### src/rtl/spi_regs_pkg.sv
`default_nettype none
// ============================================================================
// Module      : spi_regs_pkg
// Description : Register map and FSM encoding shared by the register-bank
//               arbiter and its sub-blocks.
// Revision    : 1.0 - initial release
// ============================================================================
package spi_regs_pkg;

    localparam int NUM_REGS         = 5;
    localparam int ADDR_EN_OUT_7_0  = 0;
    localparam int ADDR_EN_OUT_15_8 = 1;
    localparam int ADDR_EN_PWM_7_0  = 2;
    localparam int ADDR_EN_PWM_15_8 = 3;
    localparam int ADDR_PWM_DUTY    = 4;

    // OWN states are one-hot so the state register doubles as the grant vector.
    localparam int         ST_W    = 2;
    localparam logic [1:0] ST_IDLE = 2'b00;
    localparam logic [1:0] ST_OWN0 = 2'b01;
    localparam logic [1:0] ST_OWN1 = 2'b10;

    function automatic logic [ST_W-1:0] own_state(input logic port);
        return port ? ST_OWN1 : ST_OWN0;
    endfunction

endpackage
`default_nettype wire

### src/rtl/reg_bank_arbiter_if.sv
`default_nettype none
// ============================================================================
// Module      : reg_bank_arbiter_if
// Description : Two write-request ports (valid/lock/addr/data with ready).
// Revision    : 1.0 - initial release
// ============================================================================
interface reg_bank_arbiter_if #(
    parameter int ADDR_W = 7,
    parameter int DATA_W = 8
);
    logic              wr_valid_0;
    logic              wr_lock_0;
    logic [ADDR_W-1:0] wr_addr_0;
    logic [DATA_W-1:0] wr_data_0;
    logic              wr_ready_0;

    logic              wr_valid_1;
    logic              wr_lock_1;
    logic [ADDR_W-1:0] wr_addr_1;
    logic [DATA_W-1:0] wr_data_1;
    logic              wr_ready_1;

    modport master (
        output wr_valid_0, wr_lock_0, wr_addr_0, wr_data_0,
        output wr_valid_1, wr_lock_1, wr_addr_1, wr_data_1,
        input  wr_ready_0, wr_ready_1
    );

    modport slave (
        input  wr_valid_0, wr_lock_0, wr_addr_0, wr_data_0,
        input  wr_valid_1, wr_lock_1, wr_addr_1, wr_data_1,
        output wr_ready_0, wr_ready_1
    );
endinterface
`default_nettype wire

### src/rtl/rr_arbiter_2.sv
`default_nettype none
// ============================================================================
// Module      : rr_arbiter_2
// Description : Two-way round-robin pick; pointer moves to the non-yielding port.
// Revision    : 1.0 - initial release
// ============================================================================
module rr_arbiter_2 (
    input  wire logic       clk,
    input  wire logic       rst,
    input  wire logic [1:0] i_req,
    input  wire logic       i_advance,
    input  wire logic       i_yield_port,
    output logic            o_pick,
    output logic            o_any
);
    logic r_ptr;

    always_ff @(posedge clk) begin
        if (rst) begin
            r_ptr <= 1'b0;
        end else if (i_advance) begin
            r_ptr <= ~i_yield_port;
        end
    end

    assign o_any  = |i_req;
    assign o_pick = (&i_req) ? r_ptr : i_req[1];
endmodule
`default_nettype wire

### src/rtl/reg_bank_arbiter.sv
`default_nettype none
// ============================================================================
// Module      : reg_bank_arbiter
// Description : Five-byte configuration bank shared by two write ports with
//               round-robin arbitration and bounded locked bursts.
// Revision    : 1.0 - initial release
// ============================================================================
module reg_bank_arbiter
    import spi_regs_pkg::*;
#(
    parameter int ADDR_W    = 7,
    parameter int DATA_W    = 8,
    parameter int MAX_BURST = 4
) (
    input  wire logic        clk,
    input  wire logic        rst,
    reg_bank_arbiter_if.slave bus,
    output logic [DATA_W-1:0] en_reg_out_7_0,
    output logic [DATA_W-1:0] en_reg_out_15_8,
    output logic [DATA_W-1:0] en_reg_pwm_7_0,
    output logic [DATA_W-1:0] en_reg_pwm_15_8,
    output logic [DATA_W-1:0] pwm_duty_cycle,
    output logic [1:0]        grant,
    output logic              addr_err
);
    localparam int               CNT_W      = (MAX_BURST > 1) ? $clog2(MAX_BURST) : 1;
    localparam logic [CNT_W-1:0] C_CNT_LAST = CNT_W'(MAX_BURST - 1);

    logic [ST_W-1:0]   r_state;
    logic [CNT_W-1:0]  r_cnt;
    logic [DATA_W-1:0] r_regs [NUM_REGS];
    logic              r_addr_err;

    logic              w_own0, w_own1, w_rdy0, w_rdy1, w_commit;
    logic              w_lock, w_end_own, w_pick, w_any;
    logic [ADDR_W-1:0] w_addr;
    logic [DATA_W-1:0] w_data;

    assign w_own0   = (r_state == ST_OWN0);
    assign w_own1   = (r_state == ST_OWN1);
    assign w_rdy0   = !rst && w_own0 && bus.wr_valid_0;
    assign w_rdy1   = !rst && w_own1 && bus.wr_valid_1;
    assign w_commit = w_rdy0 || w_rdy1;
    assign w_addr   = w_own1 ? bus.wr_addr_1 : bus.wr_addr_0;
    assign w_data   = w_own1 ? bus.wr_data_1 : bus.wr_data_0;
    assign w_lock   = w_own1 ? bus.wr_lock_1 : bus.wr_lock_0;

    // Ownership ends on a missing request, an unlocked write, or the last burst slot.
    assign w_end_own = (w_own0 || w_own1) &&
                       !(w_commit && w_lock && (r_cnt < C_CNT_LAST));

    rr_arbiter_2 u_rr (
        .clk          (clk),
        .rst          (rst),
        .i_req        ({bus.wr_valid_1, bus.wr_valid_0}),
        .i_advance    (w_end_own),
        .i_yield_port (w_own1),
        .o_pick       (w_pick),
        .o_any        (w_any)
    );

    always_ff @(posedge clk) begin
        if (rst) begin
            r_state    <= ST_IDLE;
            r_cnt      <= '0;
            r_addr_err <= 1'b0;
            for (int i = 0; i < NUM_REGS; i++) r_regs[i] <= '0;
        end else begin
            r_addr_err <= w_commit && (w_addr >= ADDR_W'(NUM_REGS));
            for (int i = 0; i < NUM_REGS; i++) begin
                if (w_commit && (w_addr == ADDR_W'(i))) r_regs[i] <= w_data;
            end
            case (r_state)
                ST_IDLE: begin
                    if (w_any) r_state <= own_state(w_pick);
                end
                ST_OWN0, ST_OWN1: begin
                    if (w_end_own) begin
                        r_state <= ST_IDLE;
                        r_cnt   <= '0;
                    end else begin
                        r_cnt <= r_cnt + CNT_W'(1);
                    end
                end
                default: begin
                    r_state <= ST_IDLE;
                    r_cnt   <= '0;
                end
            endcase
        end
    end

    assign bus.wr_ready_0   = w_rdy0;
    assign bus.wr_ready_1   = w_rdy1;
    assign grant            = r_state;
    assign addr_err         = r_addr_err;
    assign en_reg_out_7_0   = r_regs[ADDR_EN_OUT_7_0];
    assign en_reg_out_15_8  = r_regs[ADDR_EN_OUT_15_8];
    assign en_reg_pwm_7_0   = r_regs[ADDR_EN_PWM_7_0];
    assign en_reg_pwm_15_8  = r_regs[ADDR_EN_PWM_15_8];
    assign pwm_duty_cycle   = r_regs[ADDR_PWM_DUTY];
endmodule
`default_nettype wire

### src/flat_wrapper.sv
// flat-port wrapper written by rule: the top's interface ports become plain ports
module reg_bank_arbiter_flat import spi_regs_pkg::*;
#(
    parameter int ADDR_W    = 7,
    parameter int DATA_W    = 8,
    parameter int MAX_BURST = 4
)
  (clk, rst, en_reg_out_7_0, en_reg_out_15_8, en_reg_pwm_7_0, en_reg_pwm_15_8, pwm_duty_cycle, grant, addr_err, bus_wr_valid_0, bus_wr_lock_0, bus_wr_addr_0, bus_wr_data_0, bus_wr_valid_1, bus_wr_lock_1, bus_wr_addr_1, bus_wr_data_1, bus_wr_ready_0, bus_wr_ready_1);
  reg_bank_arbiter_if #(.ADDR_W(ADDR_W), .DATA_W(DATA_W)) bus_i ();
  input  wire logic clk;
  input  wire logic rst;
  output logic [DATA_W-1:0] en_reg_out_7_0;
  output logic [DATA_W-1:0] en_reg_out_15_8;
  output logic [DATA_W-1:0] en_reg_pwm_7_0;
  output logic [DATA_W-1:0] en_reg_pwm_15_8;
  output logic [DATA_W-1:0] pwm_duty_cycle;
  output logic [1:0] grant;
  output logic addr_err;
  input wire logic [$bits(bus_i.wr_valid_0)-1:0] bus_wr_valid_0;
  input wire logic [$bits(bus_i.wr_lock_0)-1:0] bus_wr_lock_0;
  input wire logic [$bits(bus_i.wr_addr_0)-1:0] bus_wr_addr_0;
  input wire logic [$bits(bus_i.wr_data_0)-1:0] bus_wr_data_0;
  input wire logic [$bits(bus_i.wr_valid_1)-1:0] bus_wr_valid_1;
  input wire logic [$bits(bus_i.wr_lock_1)-1:0] bus_wr_lock_1;
  input wire logic [$bits(bus_i.wr_addr_1)-1:0] bus_wr_addr_1;
  input wire logic [$bits(bus_i.wr_data_1)-1:0] bus_wr_data_1;
  output wire logic [$bits(bus_i.wr_ready_0)-1:0] bus_wr_ready_0;
  output wire logic [$bits(bus_i.wr_ready_1)-1:0] bus_wr_ready_1;
  assign bus_i.wr_valid_0 = bus_wr_valid_0;
  assign bus_i.wr_lock_0 = bus_wr_lock_0;
  assign bus_i.wr_addr_0 = bus_wr_addr_0;
  assign bus_i.wr_data_0 = bus_wr_data_0;
  assign bus_i.wr_valid_1 = bus_wr_valid_1;
  assign bus_i.wr_lock_1 = bus_wr_lock_1;
  assign bus_i.wr_addr_1 = bus_wr_addr_1;
  assign bus_i.wr_data_1 = bus_wr_data_1;
  assign bus_wr_ready_0 = bus_i.wr_ready_0;
  assign bus_wr_ready_1 = bus_i.wr_ready_1;
  reg_bank_arbiter #(.ADDR_W(ADDR_W), .DATA_W(DATA_W), .MAX_BURST(MAX_BURST)) u_core (.clk(clk), .rst(rst), .bus(bus_i), .en_reg_out_7_0(en_reg_out_7_0), .en_reg_out_15_8(en_reg_out_15_8), .en_reg_pwm_7_0(en_reg_pwm_7_0), .en_reg_pwm_15_8(en_reg_pwm_15_8), .pwm_duty_cycle(pwm_duty_cycle), .grant(grant), .addr_err(addr_err));
endmodule
### config.mk
export PLATFORM = sky130hd
export DESIGN_NAME = reg_bank_arbiter_flat
export DESIGN_NICKNAME = d
export VERILOG_FILES = /design/src/rtl/spi_regs_pkg.sv /design/src/rtl/reg_bank_arbiter_if.sv /design/src/rtl/rr_arbiter_2.sv /design/src/rtl/reg_bank_arbiter.sv /design/src/flat_wrapper.sv
export SDC_FILE = /design/constraint.sdc
export NUM_CORES = 1
export LEC_CHECK = 0
export BUFFER_PORTS_ARGS = -buffer_cell sky130_fd_sc_hd__buf_2
export CAP_MARGIN = 15
export CORE_UTILIZATION = 25
export DETAILED_ROUTE_END_ITERATION = 12
export HOLD_SLACK_MARGIN = 0.05
export PLACE_DENSITY = 0.52
export SKIP_CTS_REPAIR_TIMING = 1
export SYNTH_ARGS = -nofsm -noshare
export SYNTH_HDL_FRONTEND = slang
export SYNTH_SLANG_ARGS = --single-unit
### constraint.sdc
create_clock -name clk -period 4.8 [get_ports clk]
set_input_delay 0.48 -clock clk [delete_from_list [all_inputs] [get_ports clk]]
set_output_delay 0.48 -clock clk [all_outputs]
set_load 0.005 [all_outputs]
==> qor.json <==
{
  "final_critical_path_setup_slack": {"value": 2108, "unit": "ps"},
  "row_count": {"value": 30},
  "timing.critical_path.to_type": {"value": "flop"},
  "clock_tree.root_cell": {"value": "sky130_fd_sc_hd__clkbuf_8"},
  "antennaDiodeCount": {"value": 0},
  "layout_worst_path_cycle_share": {"value": 56.09, "unit": "%"},
  "power-per-cell-area": {"value": 335.9, "unit": "mW/mm²"},
  "setup-tns-final": {"value": 0, "unit": "ps"},
  "maximum_number_of_pins_on_one_net_before_global_route_repair": {"value": 17},
  "synthesis.nets": {"value": 162},
  "worst_path_largest_cell_delay": {"value": 760, "unit": "ps"},
  "final_core_utilization": {"value": 35.22, "unit": "%"},
  "nets": {"value": 246},
  "finalCriticalPeriod": {"value": 2692, "unit": "ps"},
  "cp_max_fo": {"value": 16},
  "grt_setup_unrepaired": {"value": "false"},
  "synth.ff_latch_count": {"value": 46},
  "drt-vias-per-instance": {"value": 4.235},
  "dp_wirelength": {"value": 3032, "unit": "µm"},
  "outcome": {"value": "complete, no violations"},
  "worst_ep_required_time": {"value": 4790, "unit": "ps"},
  "final_wl": {"value": 4161, "unit": "µm"},
  "tritoncts.num_buffers": {"value": 5},
  "grt_pass1_vias": {"value": 1226},
  "crit_path_cell_trace": {"value": "inv_1 > ha_1 > mux2i_1 > o211ai_1 > nor2_1"},
  "gp_congestion": {"value": 0.7283},
  "slew_headroom": {"value": 40.19, "unit": "%"},
  "yosys.area.top_type": {"value": "sky130_fd_sc_hd__edfxtp_1"},
  "drt_iter0_drc": {"value": 42},
  "ys_dominant_reg_cell": {"value": "sky130_fd_sc_hd__edfxtp_1"},
  "yosysUniqueCellTypes": {"value": 31},
  "area_growth": {"value": 33.13, "unit": "%"},
  "coreArea": {"value": 0.006982, "unit": "mm²"},
  "reg2regPathDepth": {"value": 5},
  "place_inst": {"value": 294},
  "antenna_left": {"value": 0},
  "cts_tree": {"value": "done"},
  "grt_antenna_before_repair": {"value": 0},
  "critical_path_arrival": {"value": 2680, "unit": "ps"},
  "clock_insertion_delay_worst_skew": {"value": 300, "unit": "ps"},
  "path_clk_slew": {"value": 90, "unit": "ps"},
  "synth_area": {"value": 0.001847, "unit": "mm²"},
  "finalNonFillerCells": {"value": 302},
  "slowest_cell_on_crit_path": {"value": "sky130_fd_sc_hd__ha_1"},
  "max_cap_violations": {"value": 0},
  "cts_htree_levels": {"value": 2},
  "timing.reg2reg.setup_slack": {"value": 2110, "unit": "ps"},
  "initial_utilization": {"value": 26.45, "unit": "%"},
  "report.final.hold_viol_count": {"value": 0},
  "worstMarginPinSlew": {"value": 897.1, "unit": "ps"},
  "type_of_origin_of_the_critical_path": {"value": "flop"},
  "floorplan.die.width": {"value": 87.95, "unit": "µm"},
  "groute.usage.overall": {"value": 11.10, "unit": "%"},
  "num-fill-cells": {"value": 716},
  "design.die.area": {"value": 0.007735, "unit": "mm²"},
  "power.leakage": {"value": 0.001034, "unit": "µW"},
  "hold_path.class": {"value": "flop to flop"},
  "synthesis.yosys.warnings": {"value": 0},
  "clock-sinks": {"value": 46},
  "clock_path_buffers": {"value": 2},
  "fraction_of_layout_cells_with_a_size_suffix_above_1": {"value": 46.12, "unit": "%"},
  "number_of_enable_type_register_cells_in_the_synthesized_netlist": {"value": 40},
  "maximum_vdd_drop": {"value": 0.1371, "unit": "mV"},
  "synth_area_per_cell": {"value": 15.26, "unit": "µm²"},
  "clock_skew": {"value": 8.976, "unit": "ps"},
  "p_total": {"value": 825.9, "unit": "µW"},
  "drc_errors": {"value": 0},
  "synth_async_sr_flop_share": {"value": 0, "unit": "%"},
  "layout.cells.most_common": {"value": "sky130_fd_sc_hd__buf_2"},
  "worst_hold_path.num_cells": {"value": 2},
  "vias_post_dr": {"value": 1279},
  "synth.yosys.seq_area_share": {"value": 71.54, "unit": "%"},
  "wl_per_cell": {"value": 13.78, "unit": "µm"},
  "timing_worst_setup_path_type": {"value": "flop to flop"},
  "synth_top_area_share": {"value": 65.04, "unit": "%"},
  "setup-violations-final": {"value": 0},
  "io_buffer_count": {"value": 80},
  "detail_route.first_pass.iterations": {"value": 4},
  "gr-total-overflow": {"value": 0},
  "achievable-frequency": {"value": 371.4, "unit": "MHz"},
  "maxSlewViolCount": {"value": 0},
  "die-height": {"value": 87.95, "unit": "µm"},
  "count_of_mapped_cells_out_of_synthesis": {"value": 121},
  "pre_cts_ws": {"value": 2060, "unit": "ps"},
  "io_pins": {"value": 81},
  "grt_first_pass_wirelength": {"value": 6203, "unit": "µm"},
  "synth.top_cells.by_area": {"value": "sky130_fd_sc_hd__edfxtp_1, sky130_fd_sc_hd__dfxtp_1, sky130_fd_sc_hd__mux2i_1"},
  "final_cell_mix": {"value": "sky130_fd_sc_hd__buf_2, sky130_fd_sc_hd__edfxtp_1, sky130_fd_sc_hd__nor2_1"}
}
metal layers:
layer  up-vias  share of wire (%)  wire [µm]  GRT usage (%)
met5         -                  0          0              0
met4         0               0.58         24          3.577
met3         4                6.4        268          3.864
met2        54                 49       2055          19.52
met1       594                 44       1812          12.58
li1        627                  -          -              -
final timing paths:
check | startpoint | end
max | u_core.grant[0] | u_core.r_regs[0][15]
min | u_core.r_cnt[1] | u_core.r_cnt[1]
max reg2reg | u_core.grant[0] | u_core.r_regs[0][15]
min reg2reg | u_core.r_cnt[1] | u_core.r_cnt[1]
sequential cells by signal, summed over array words and instances, names as in the netlist:
name and flops:
u_core.addr_err 1, u_core.grant 2, u_core.r_cnt 2, u_core.r_regs 40, u_core.u_rr.r_ptr 1
logic make-up (layout without fill, tap and decap cells):
group	after synthesis	after routing	synth area share, %
compound gates	18	18	7.114
flops	46	46	71.54
simple gates	33	33	9.486
fa+ha+maj	5	5	3.388
buf+inv	7	92	1.829
mux	12	12	6.640
Yosys cell counts, types with 2 or more instances:
cell and number:
sky130_fd_sc_hd__buf_4 2, sky130_fd_sc_hd__nand2b_1 3, sky130_fd_sc_hd__ha_1 5, sky130_fd_sc_hd__nand2_1 6, sky130_fd_sc_hd__inv_1 4, sky130_fd_sc_hd__a21oi_1 5
sky130_fd_sc_hd__mux2_2 2, sky130_fd_sc_hd__a31o_2 4, sky130_fd_sc_hd__dfxtp_1 6, sky130_fd_sc_hd__edfxtp_1 40, sky130_fd_sc_hd__mux2i_1 10, sky130_fd_sc_hd__nor2_1 13
sky130_fd_sc_hd__o21ai_0 3
final cells by class:
type / count / area [µm²] / share of cell area, %
Clock buffer: 6 / 72.57 / 2.952
Clock inverter: 2 / 37.54 / 1.527
Inverter: 4 / 15.01 / 0.6107
Multi-Input combinational cell: 68 / 491.7 / 20.00
Sequential cell: 46 / 1321 / 53.74
Tap cell: 96 / 120.1 / 4.885
Timing Repair Buffer: 80 / 400.4 / 16.28
through the flow:
stage	cell area (µm²)	hold WS, ps
finish	2459	463.4
global placement	2349	445.8
floorplan	1847	435.6
global route	2459	506.8
detailed placement	2349	456.3
CTS	2459	467.9
power breakdown:
part / internal, µW / switching [µW]
Clock: 155 / 126
Combinational: 42.0 / 47.8
Sequential: 448 / 6.09
Total: 646 / 180
worst max-delay path: cells and delay by family, from the launching register on:
kind	cells	cell delay, ps
compound gates	1	680
fa+ha+maj	1	760
buf+inv	1	110
flops	1	340
mux	1	250
simple gates	1	240
Note: power is estimated with default switching activity, not from simulation.
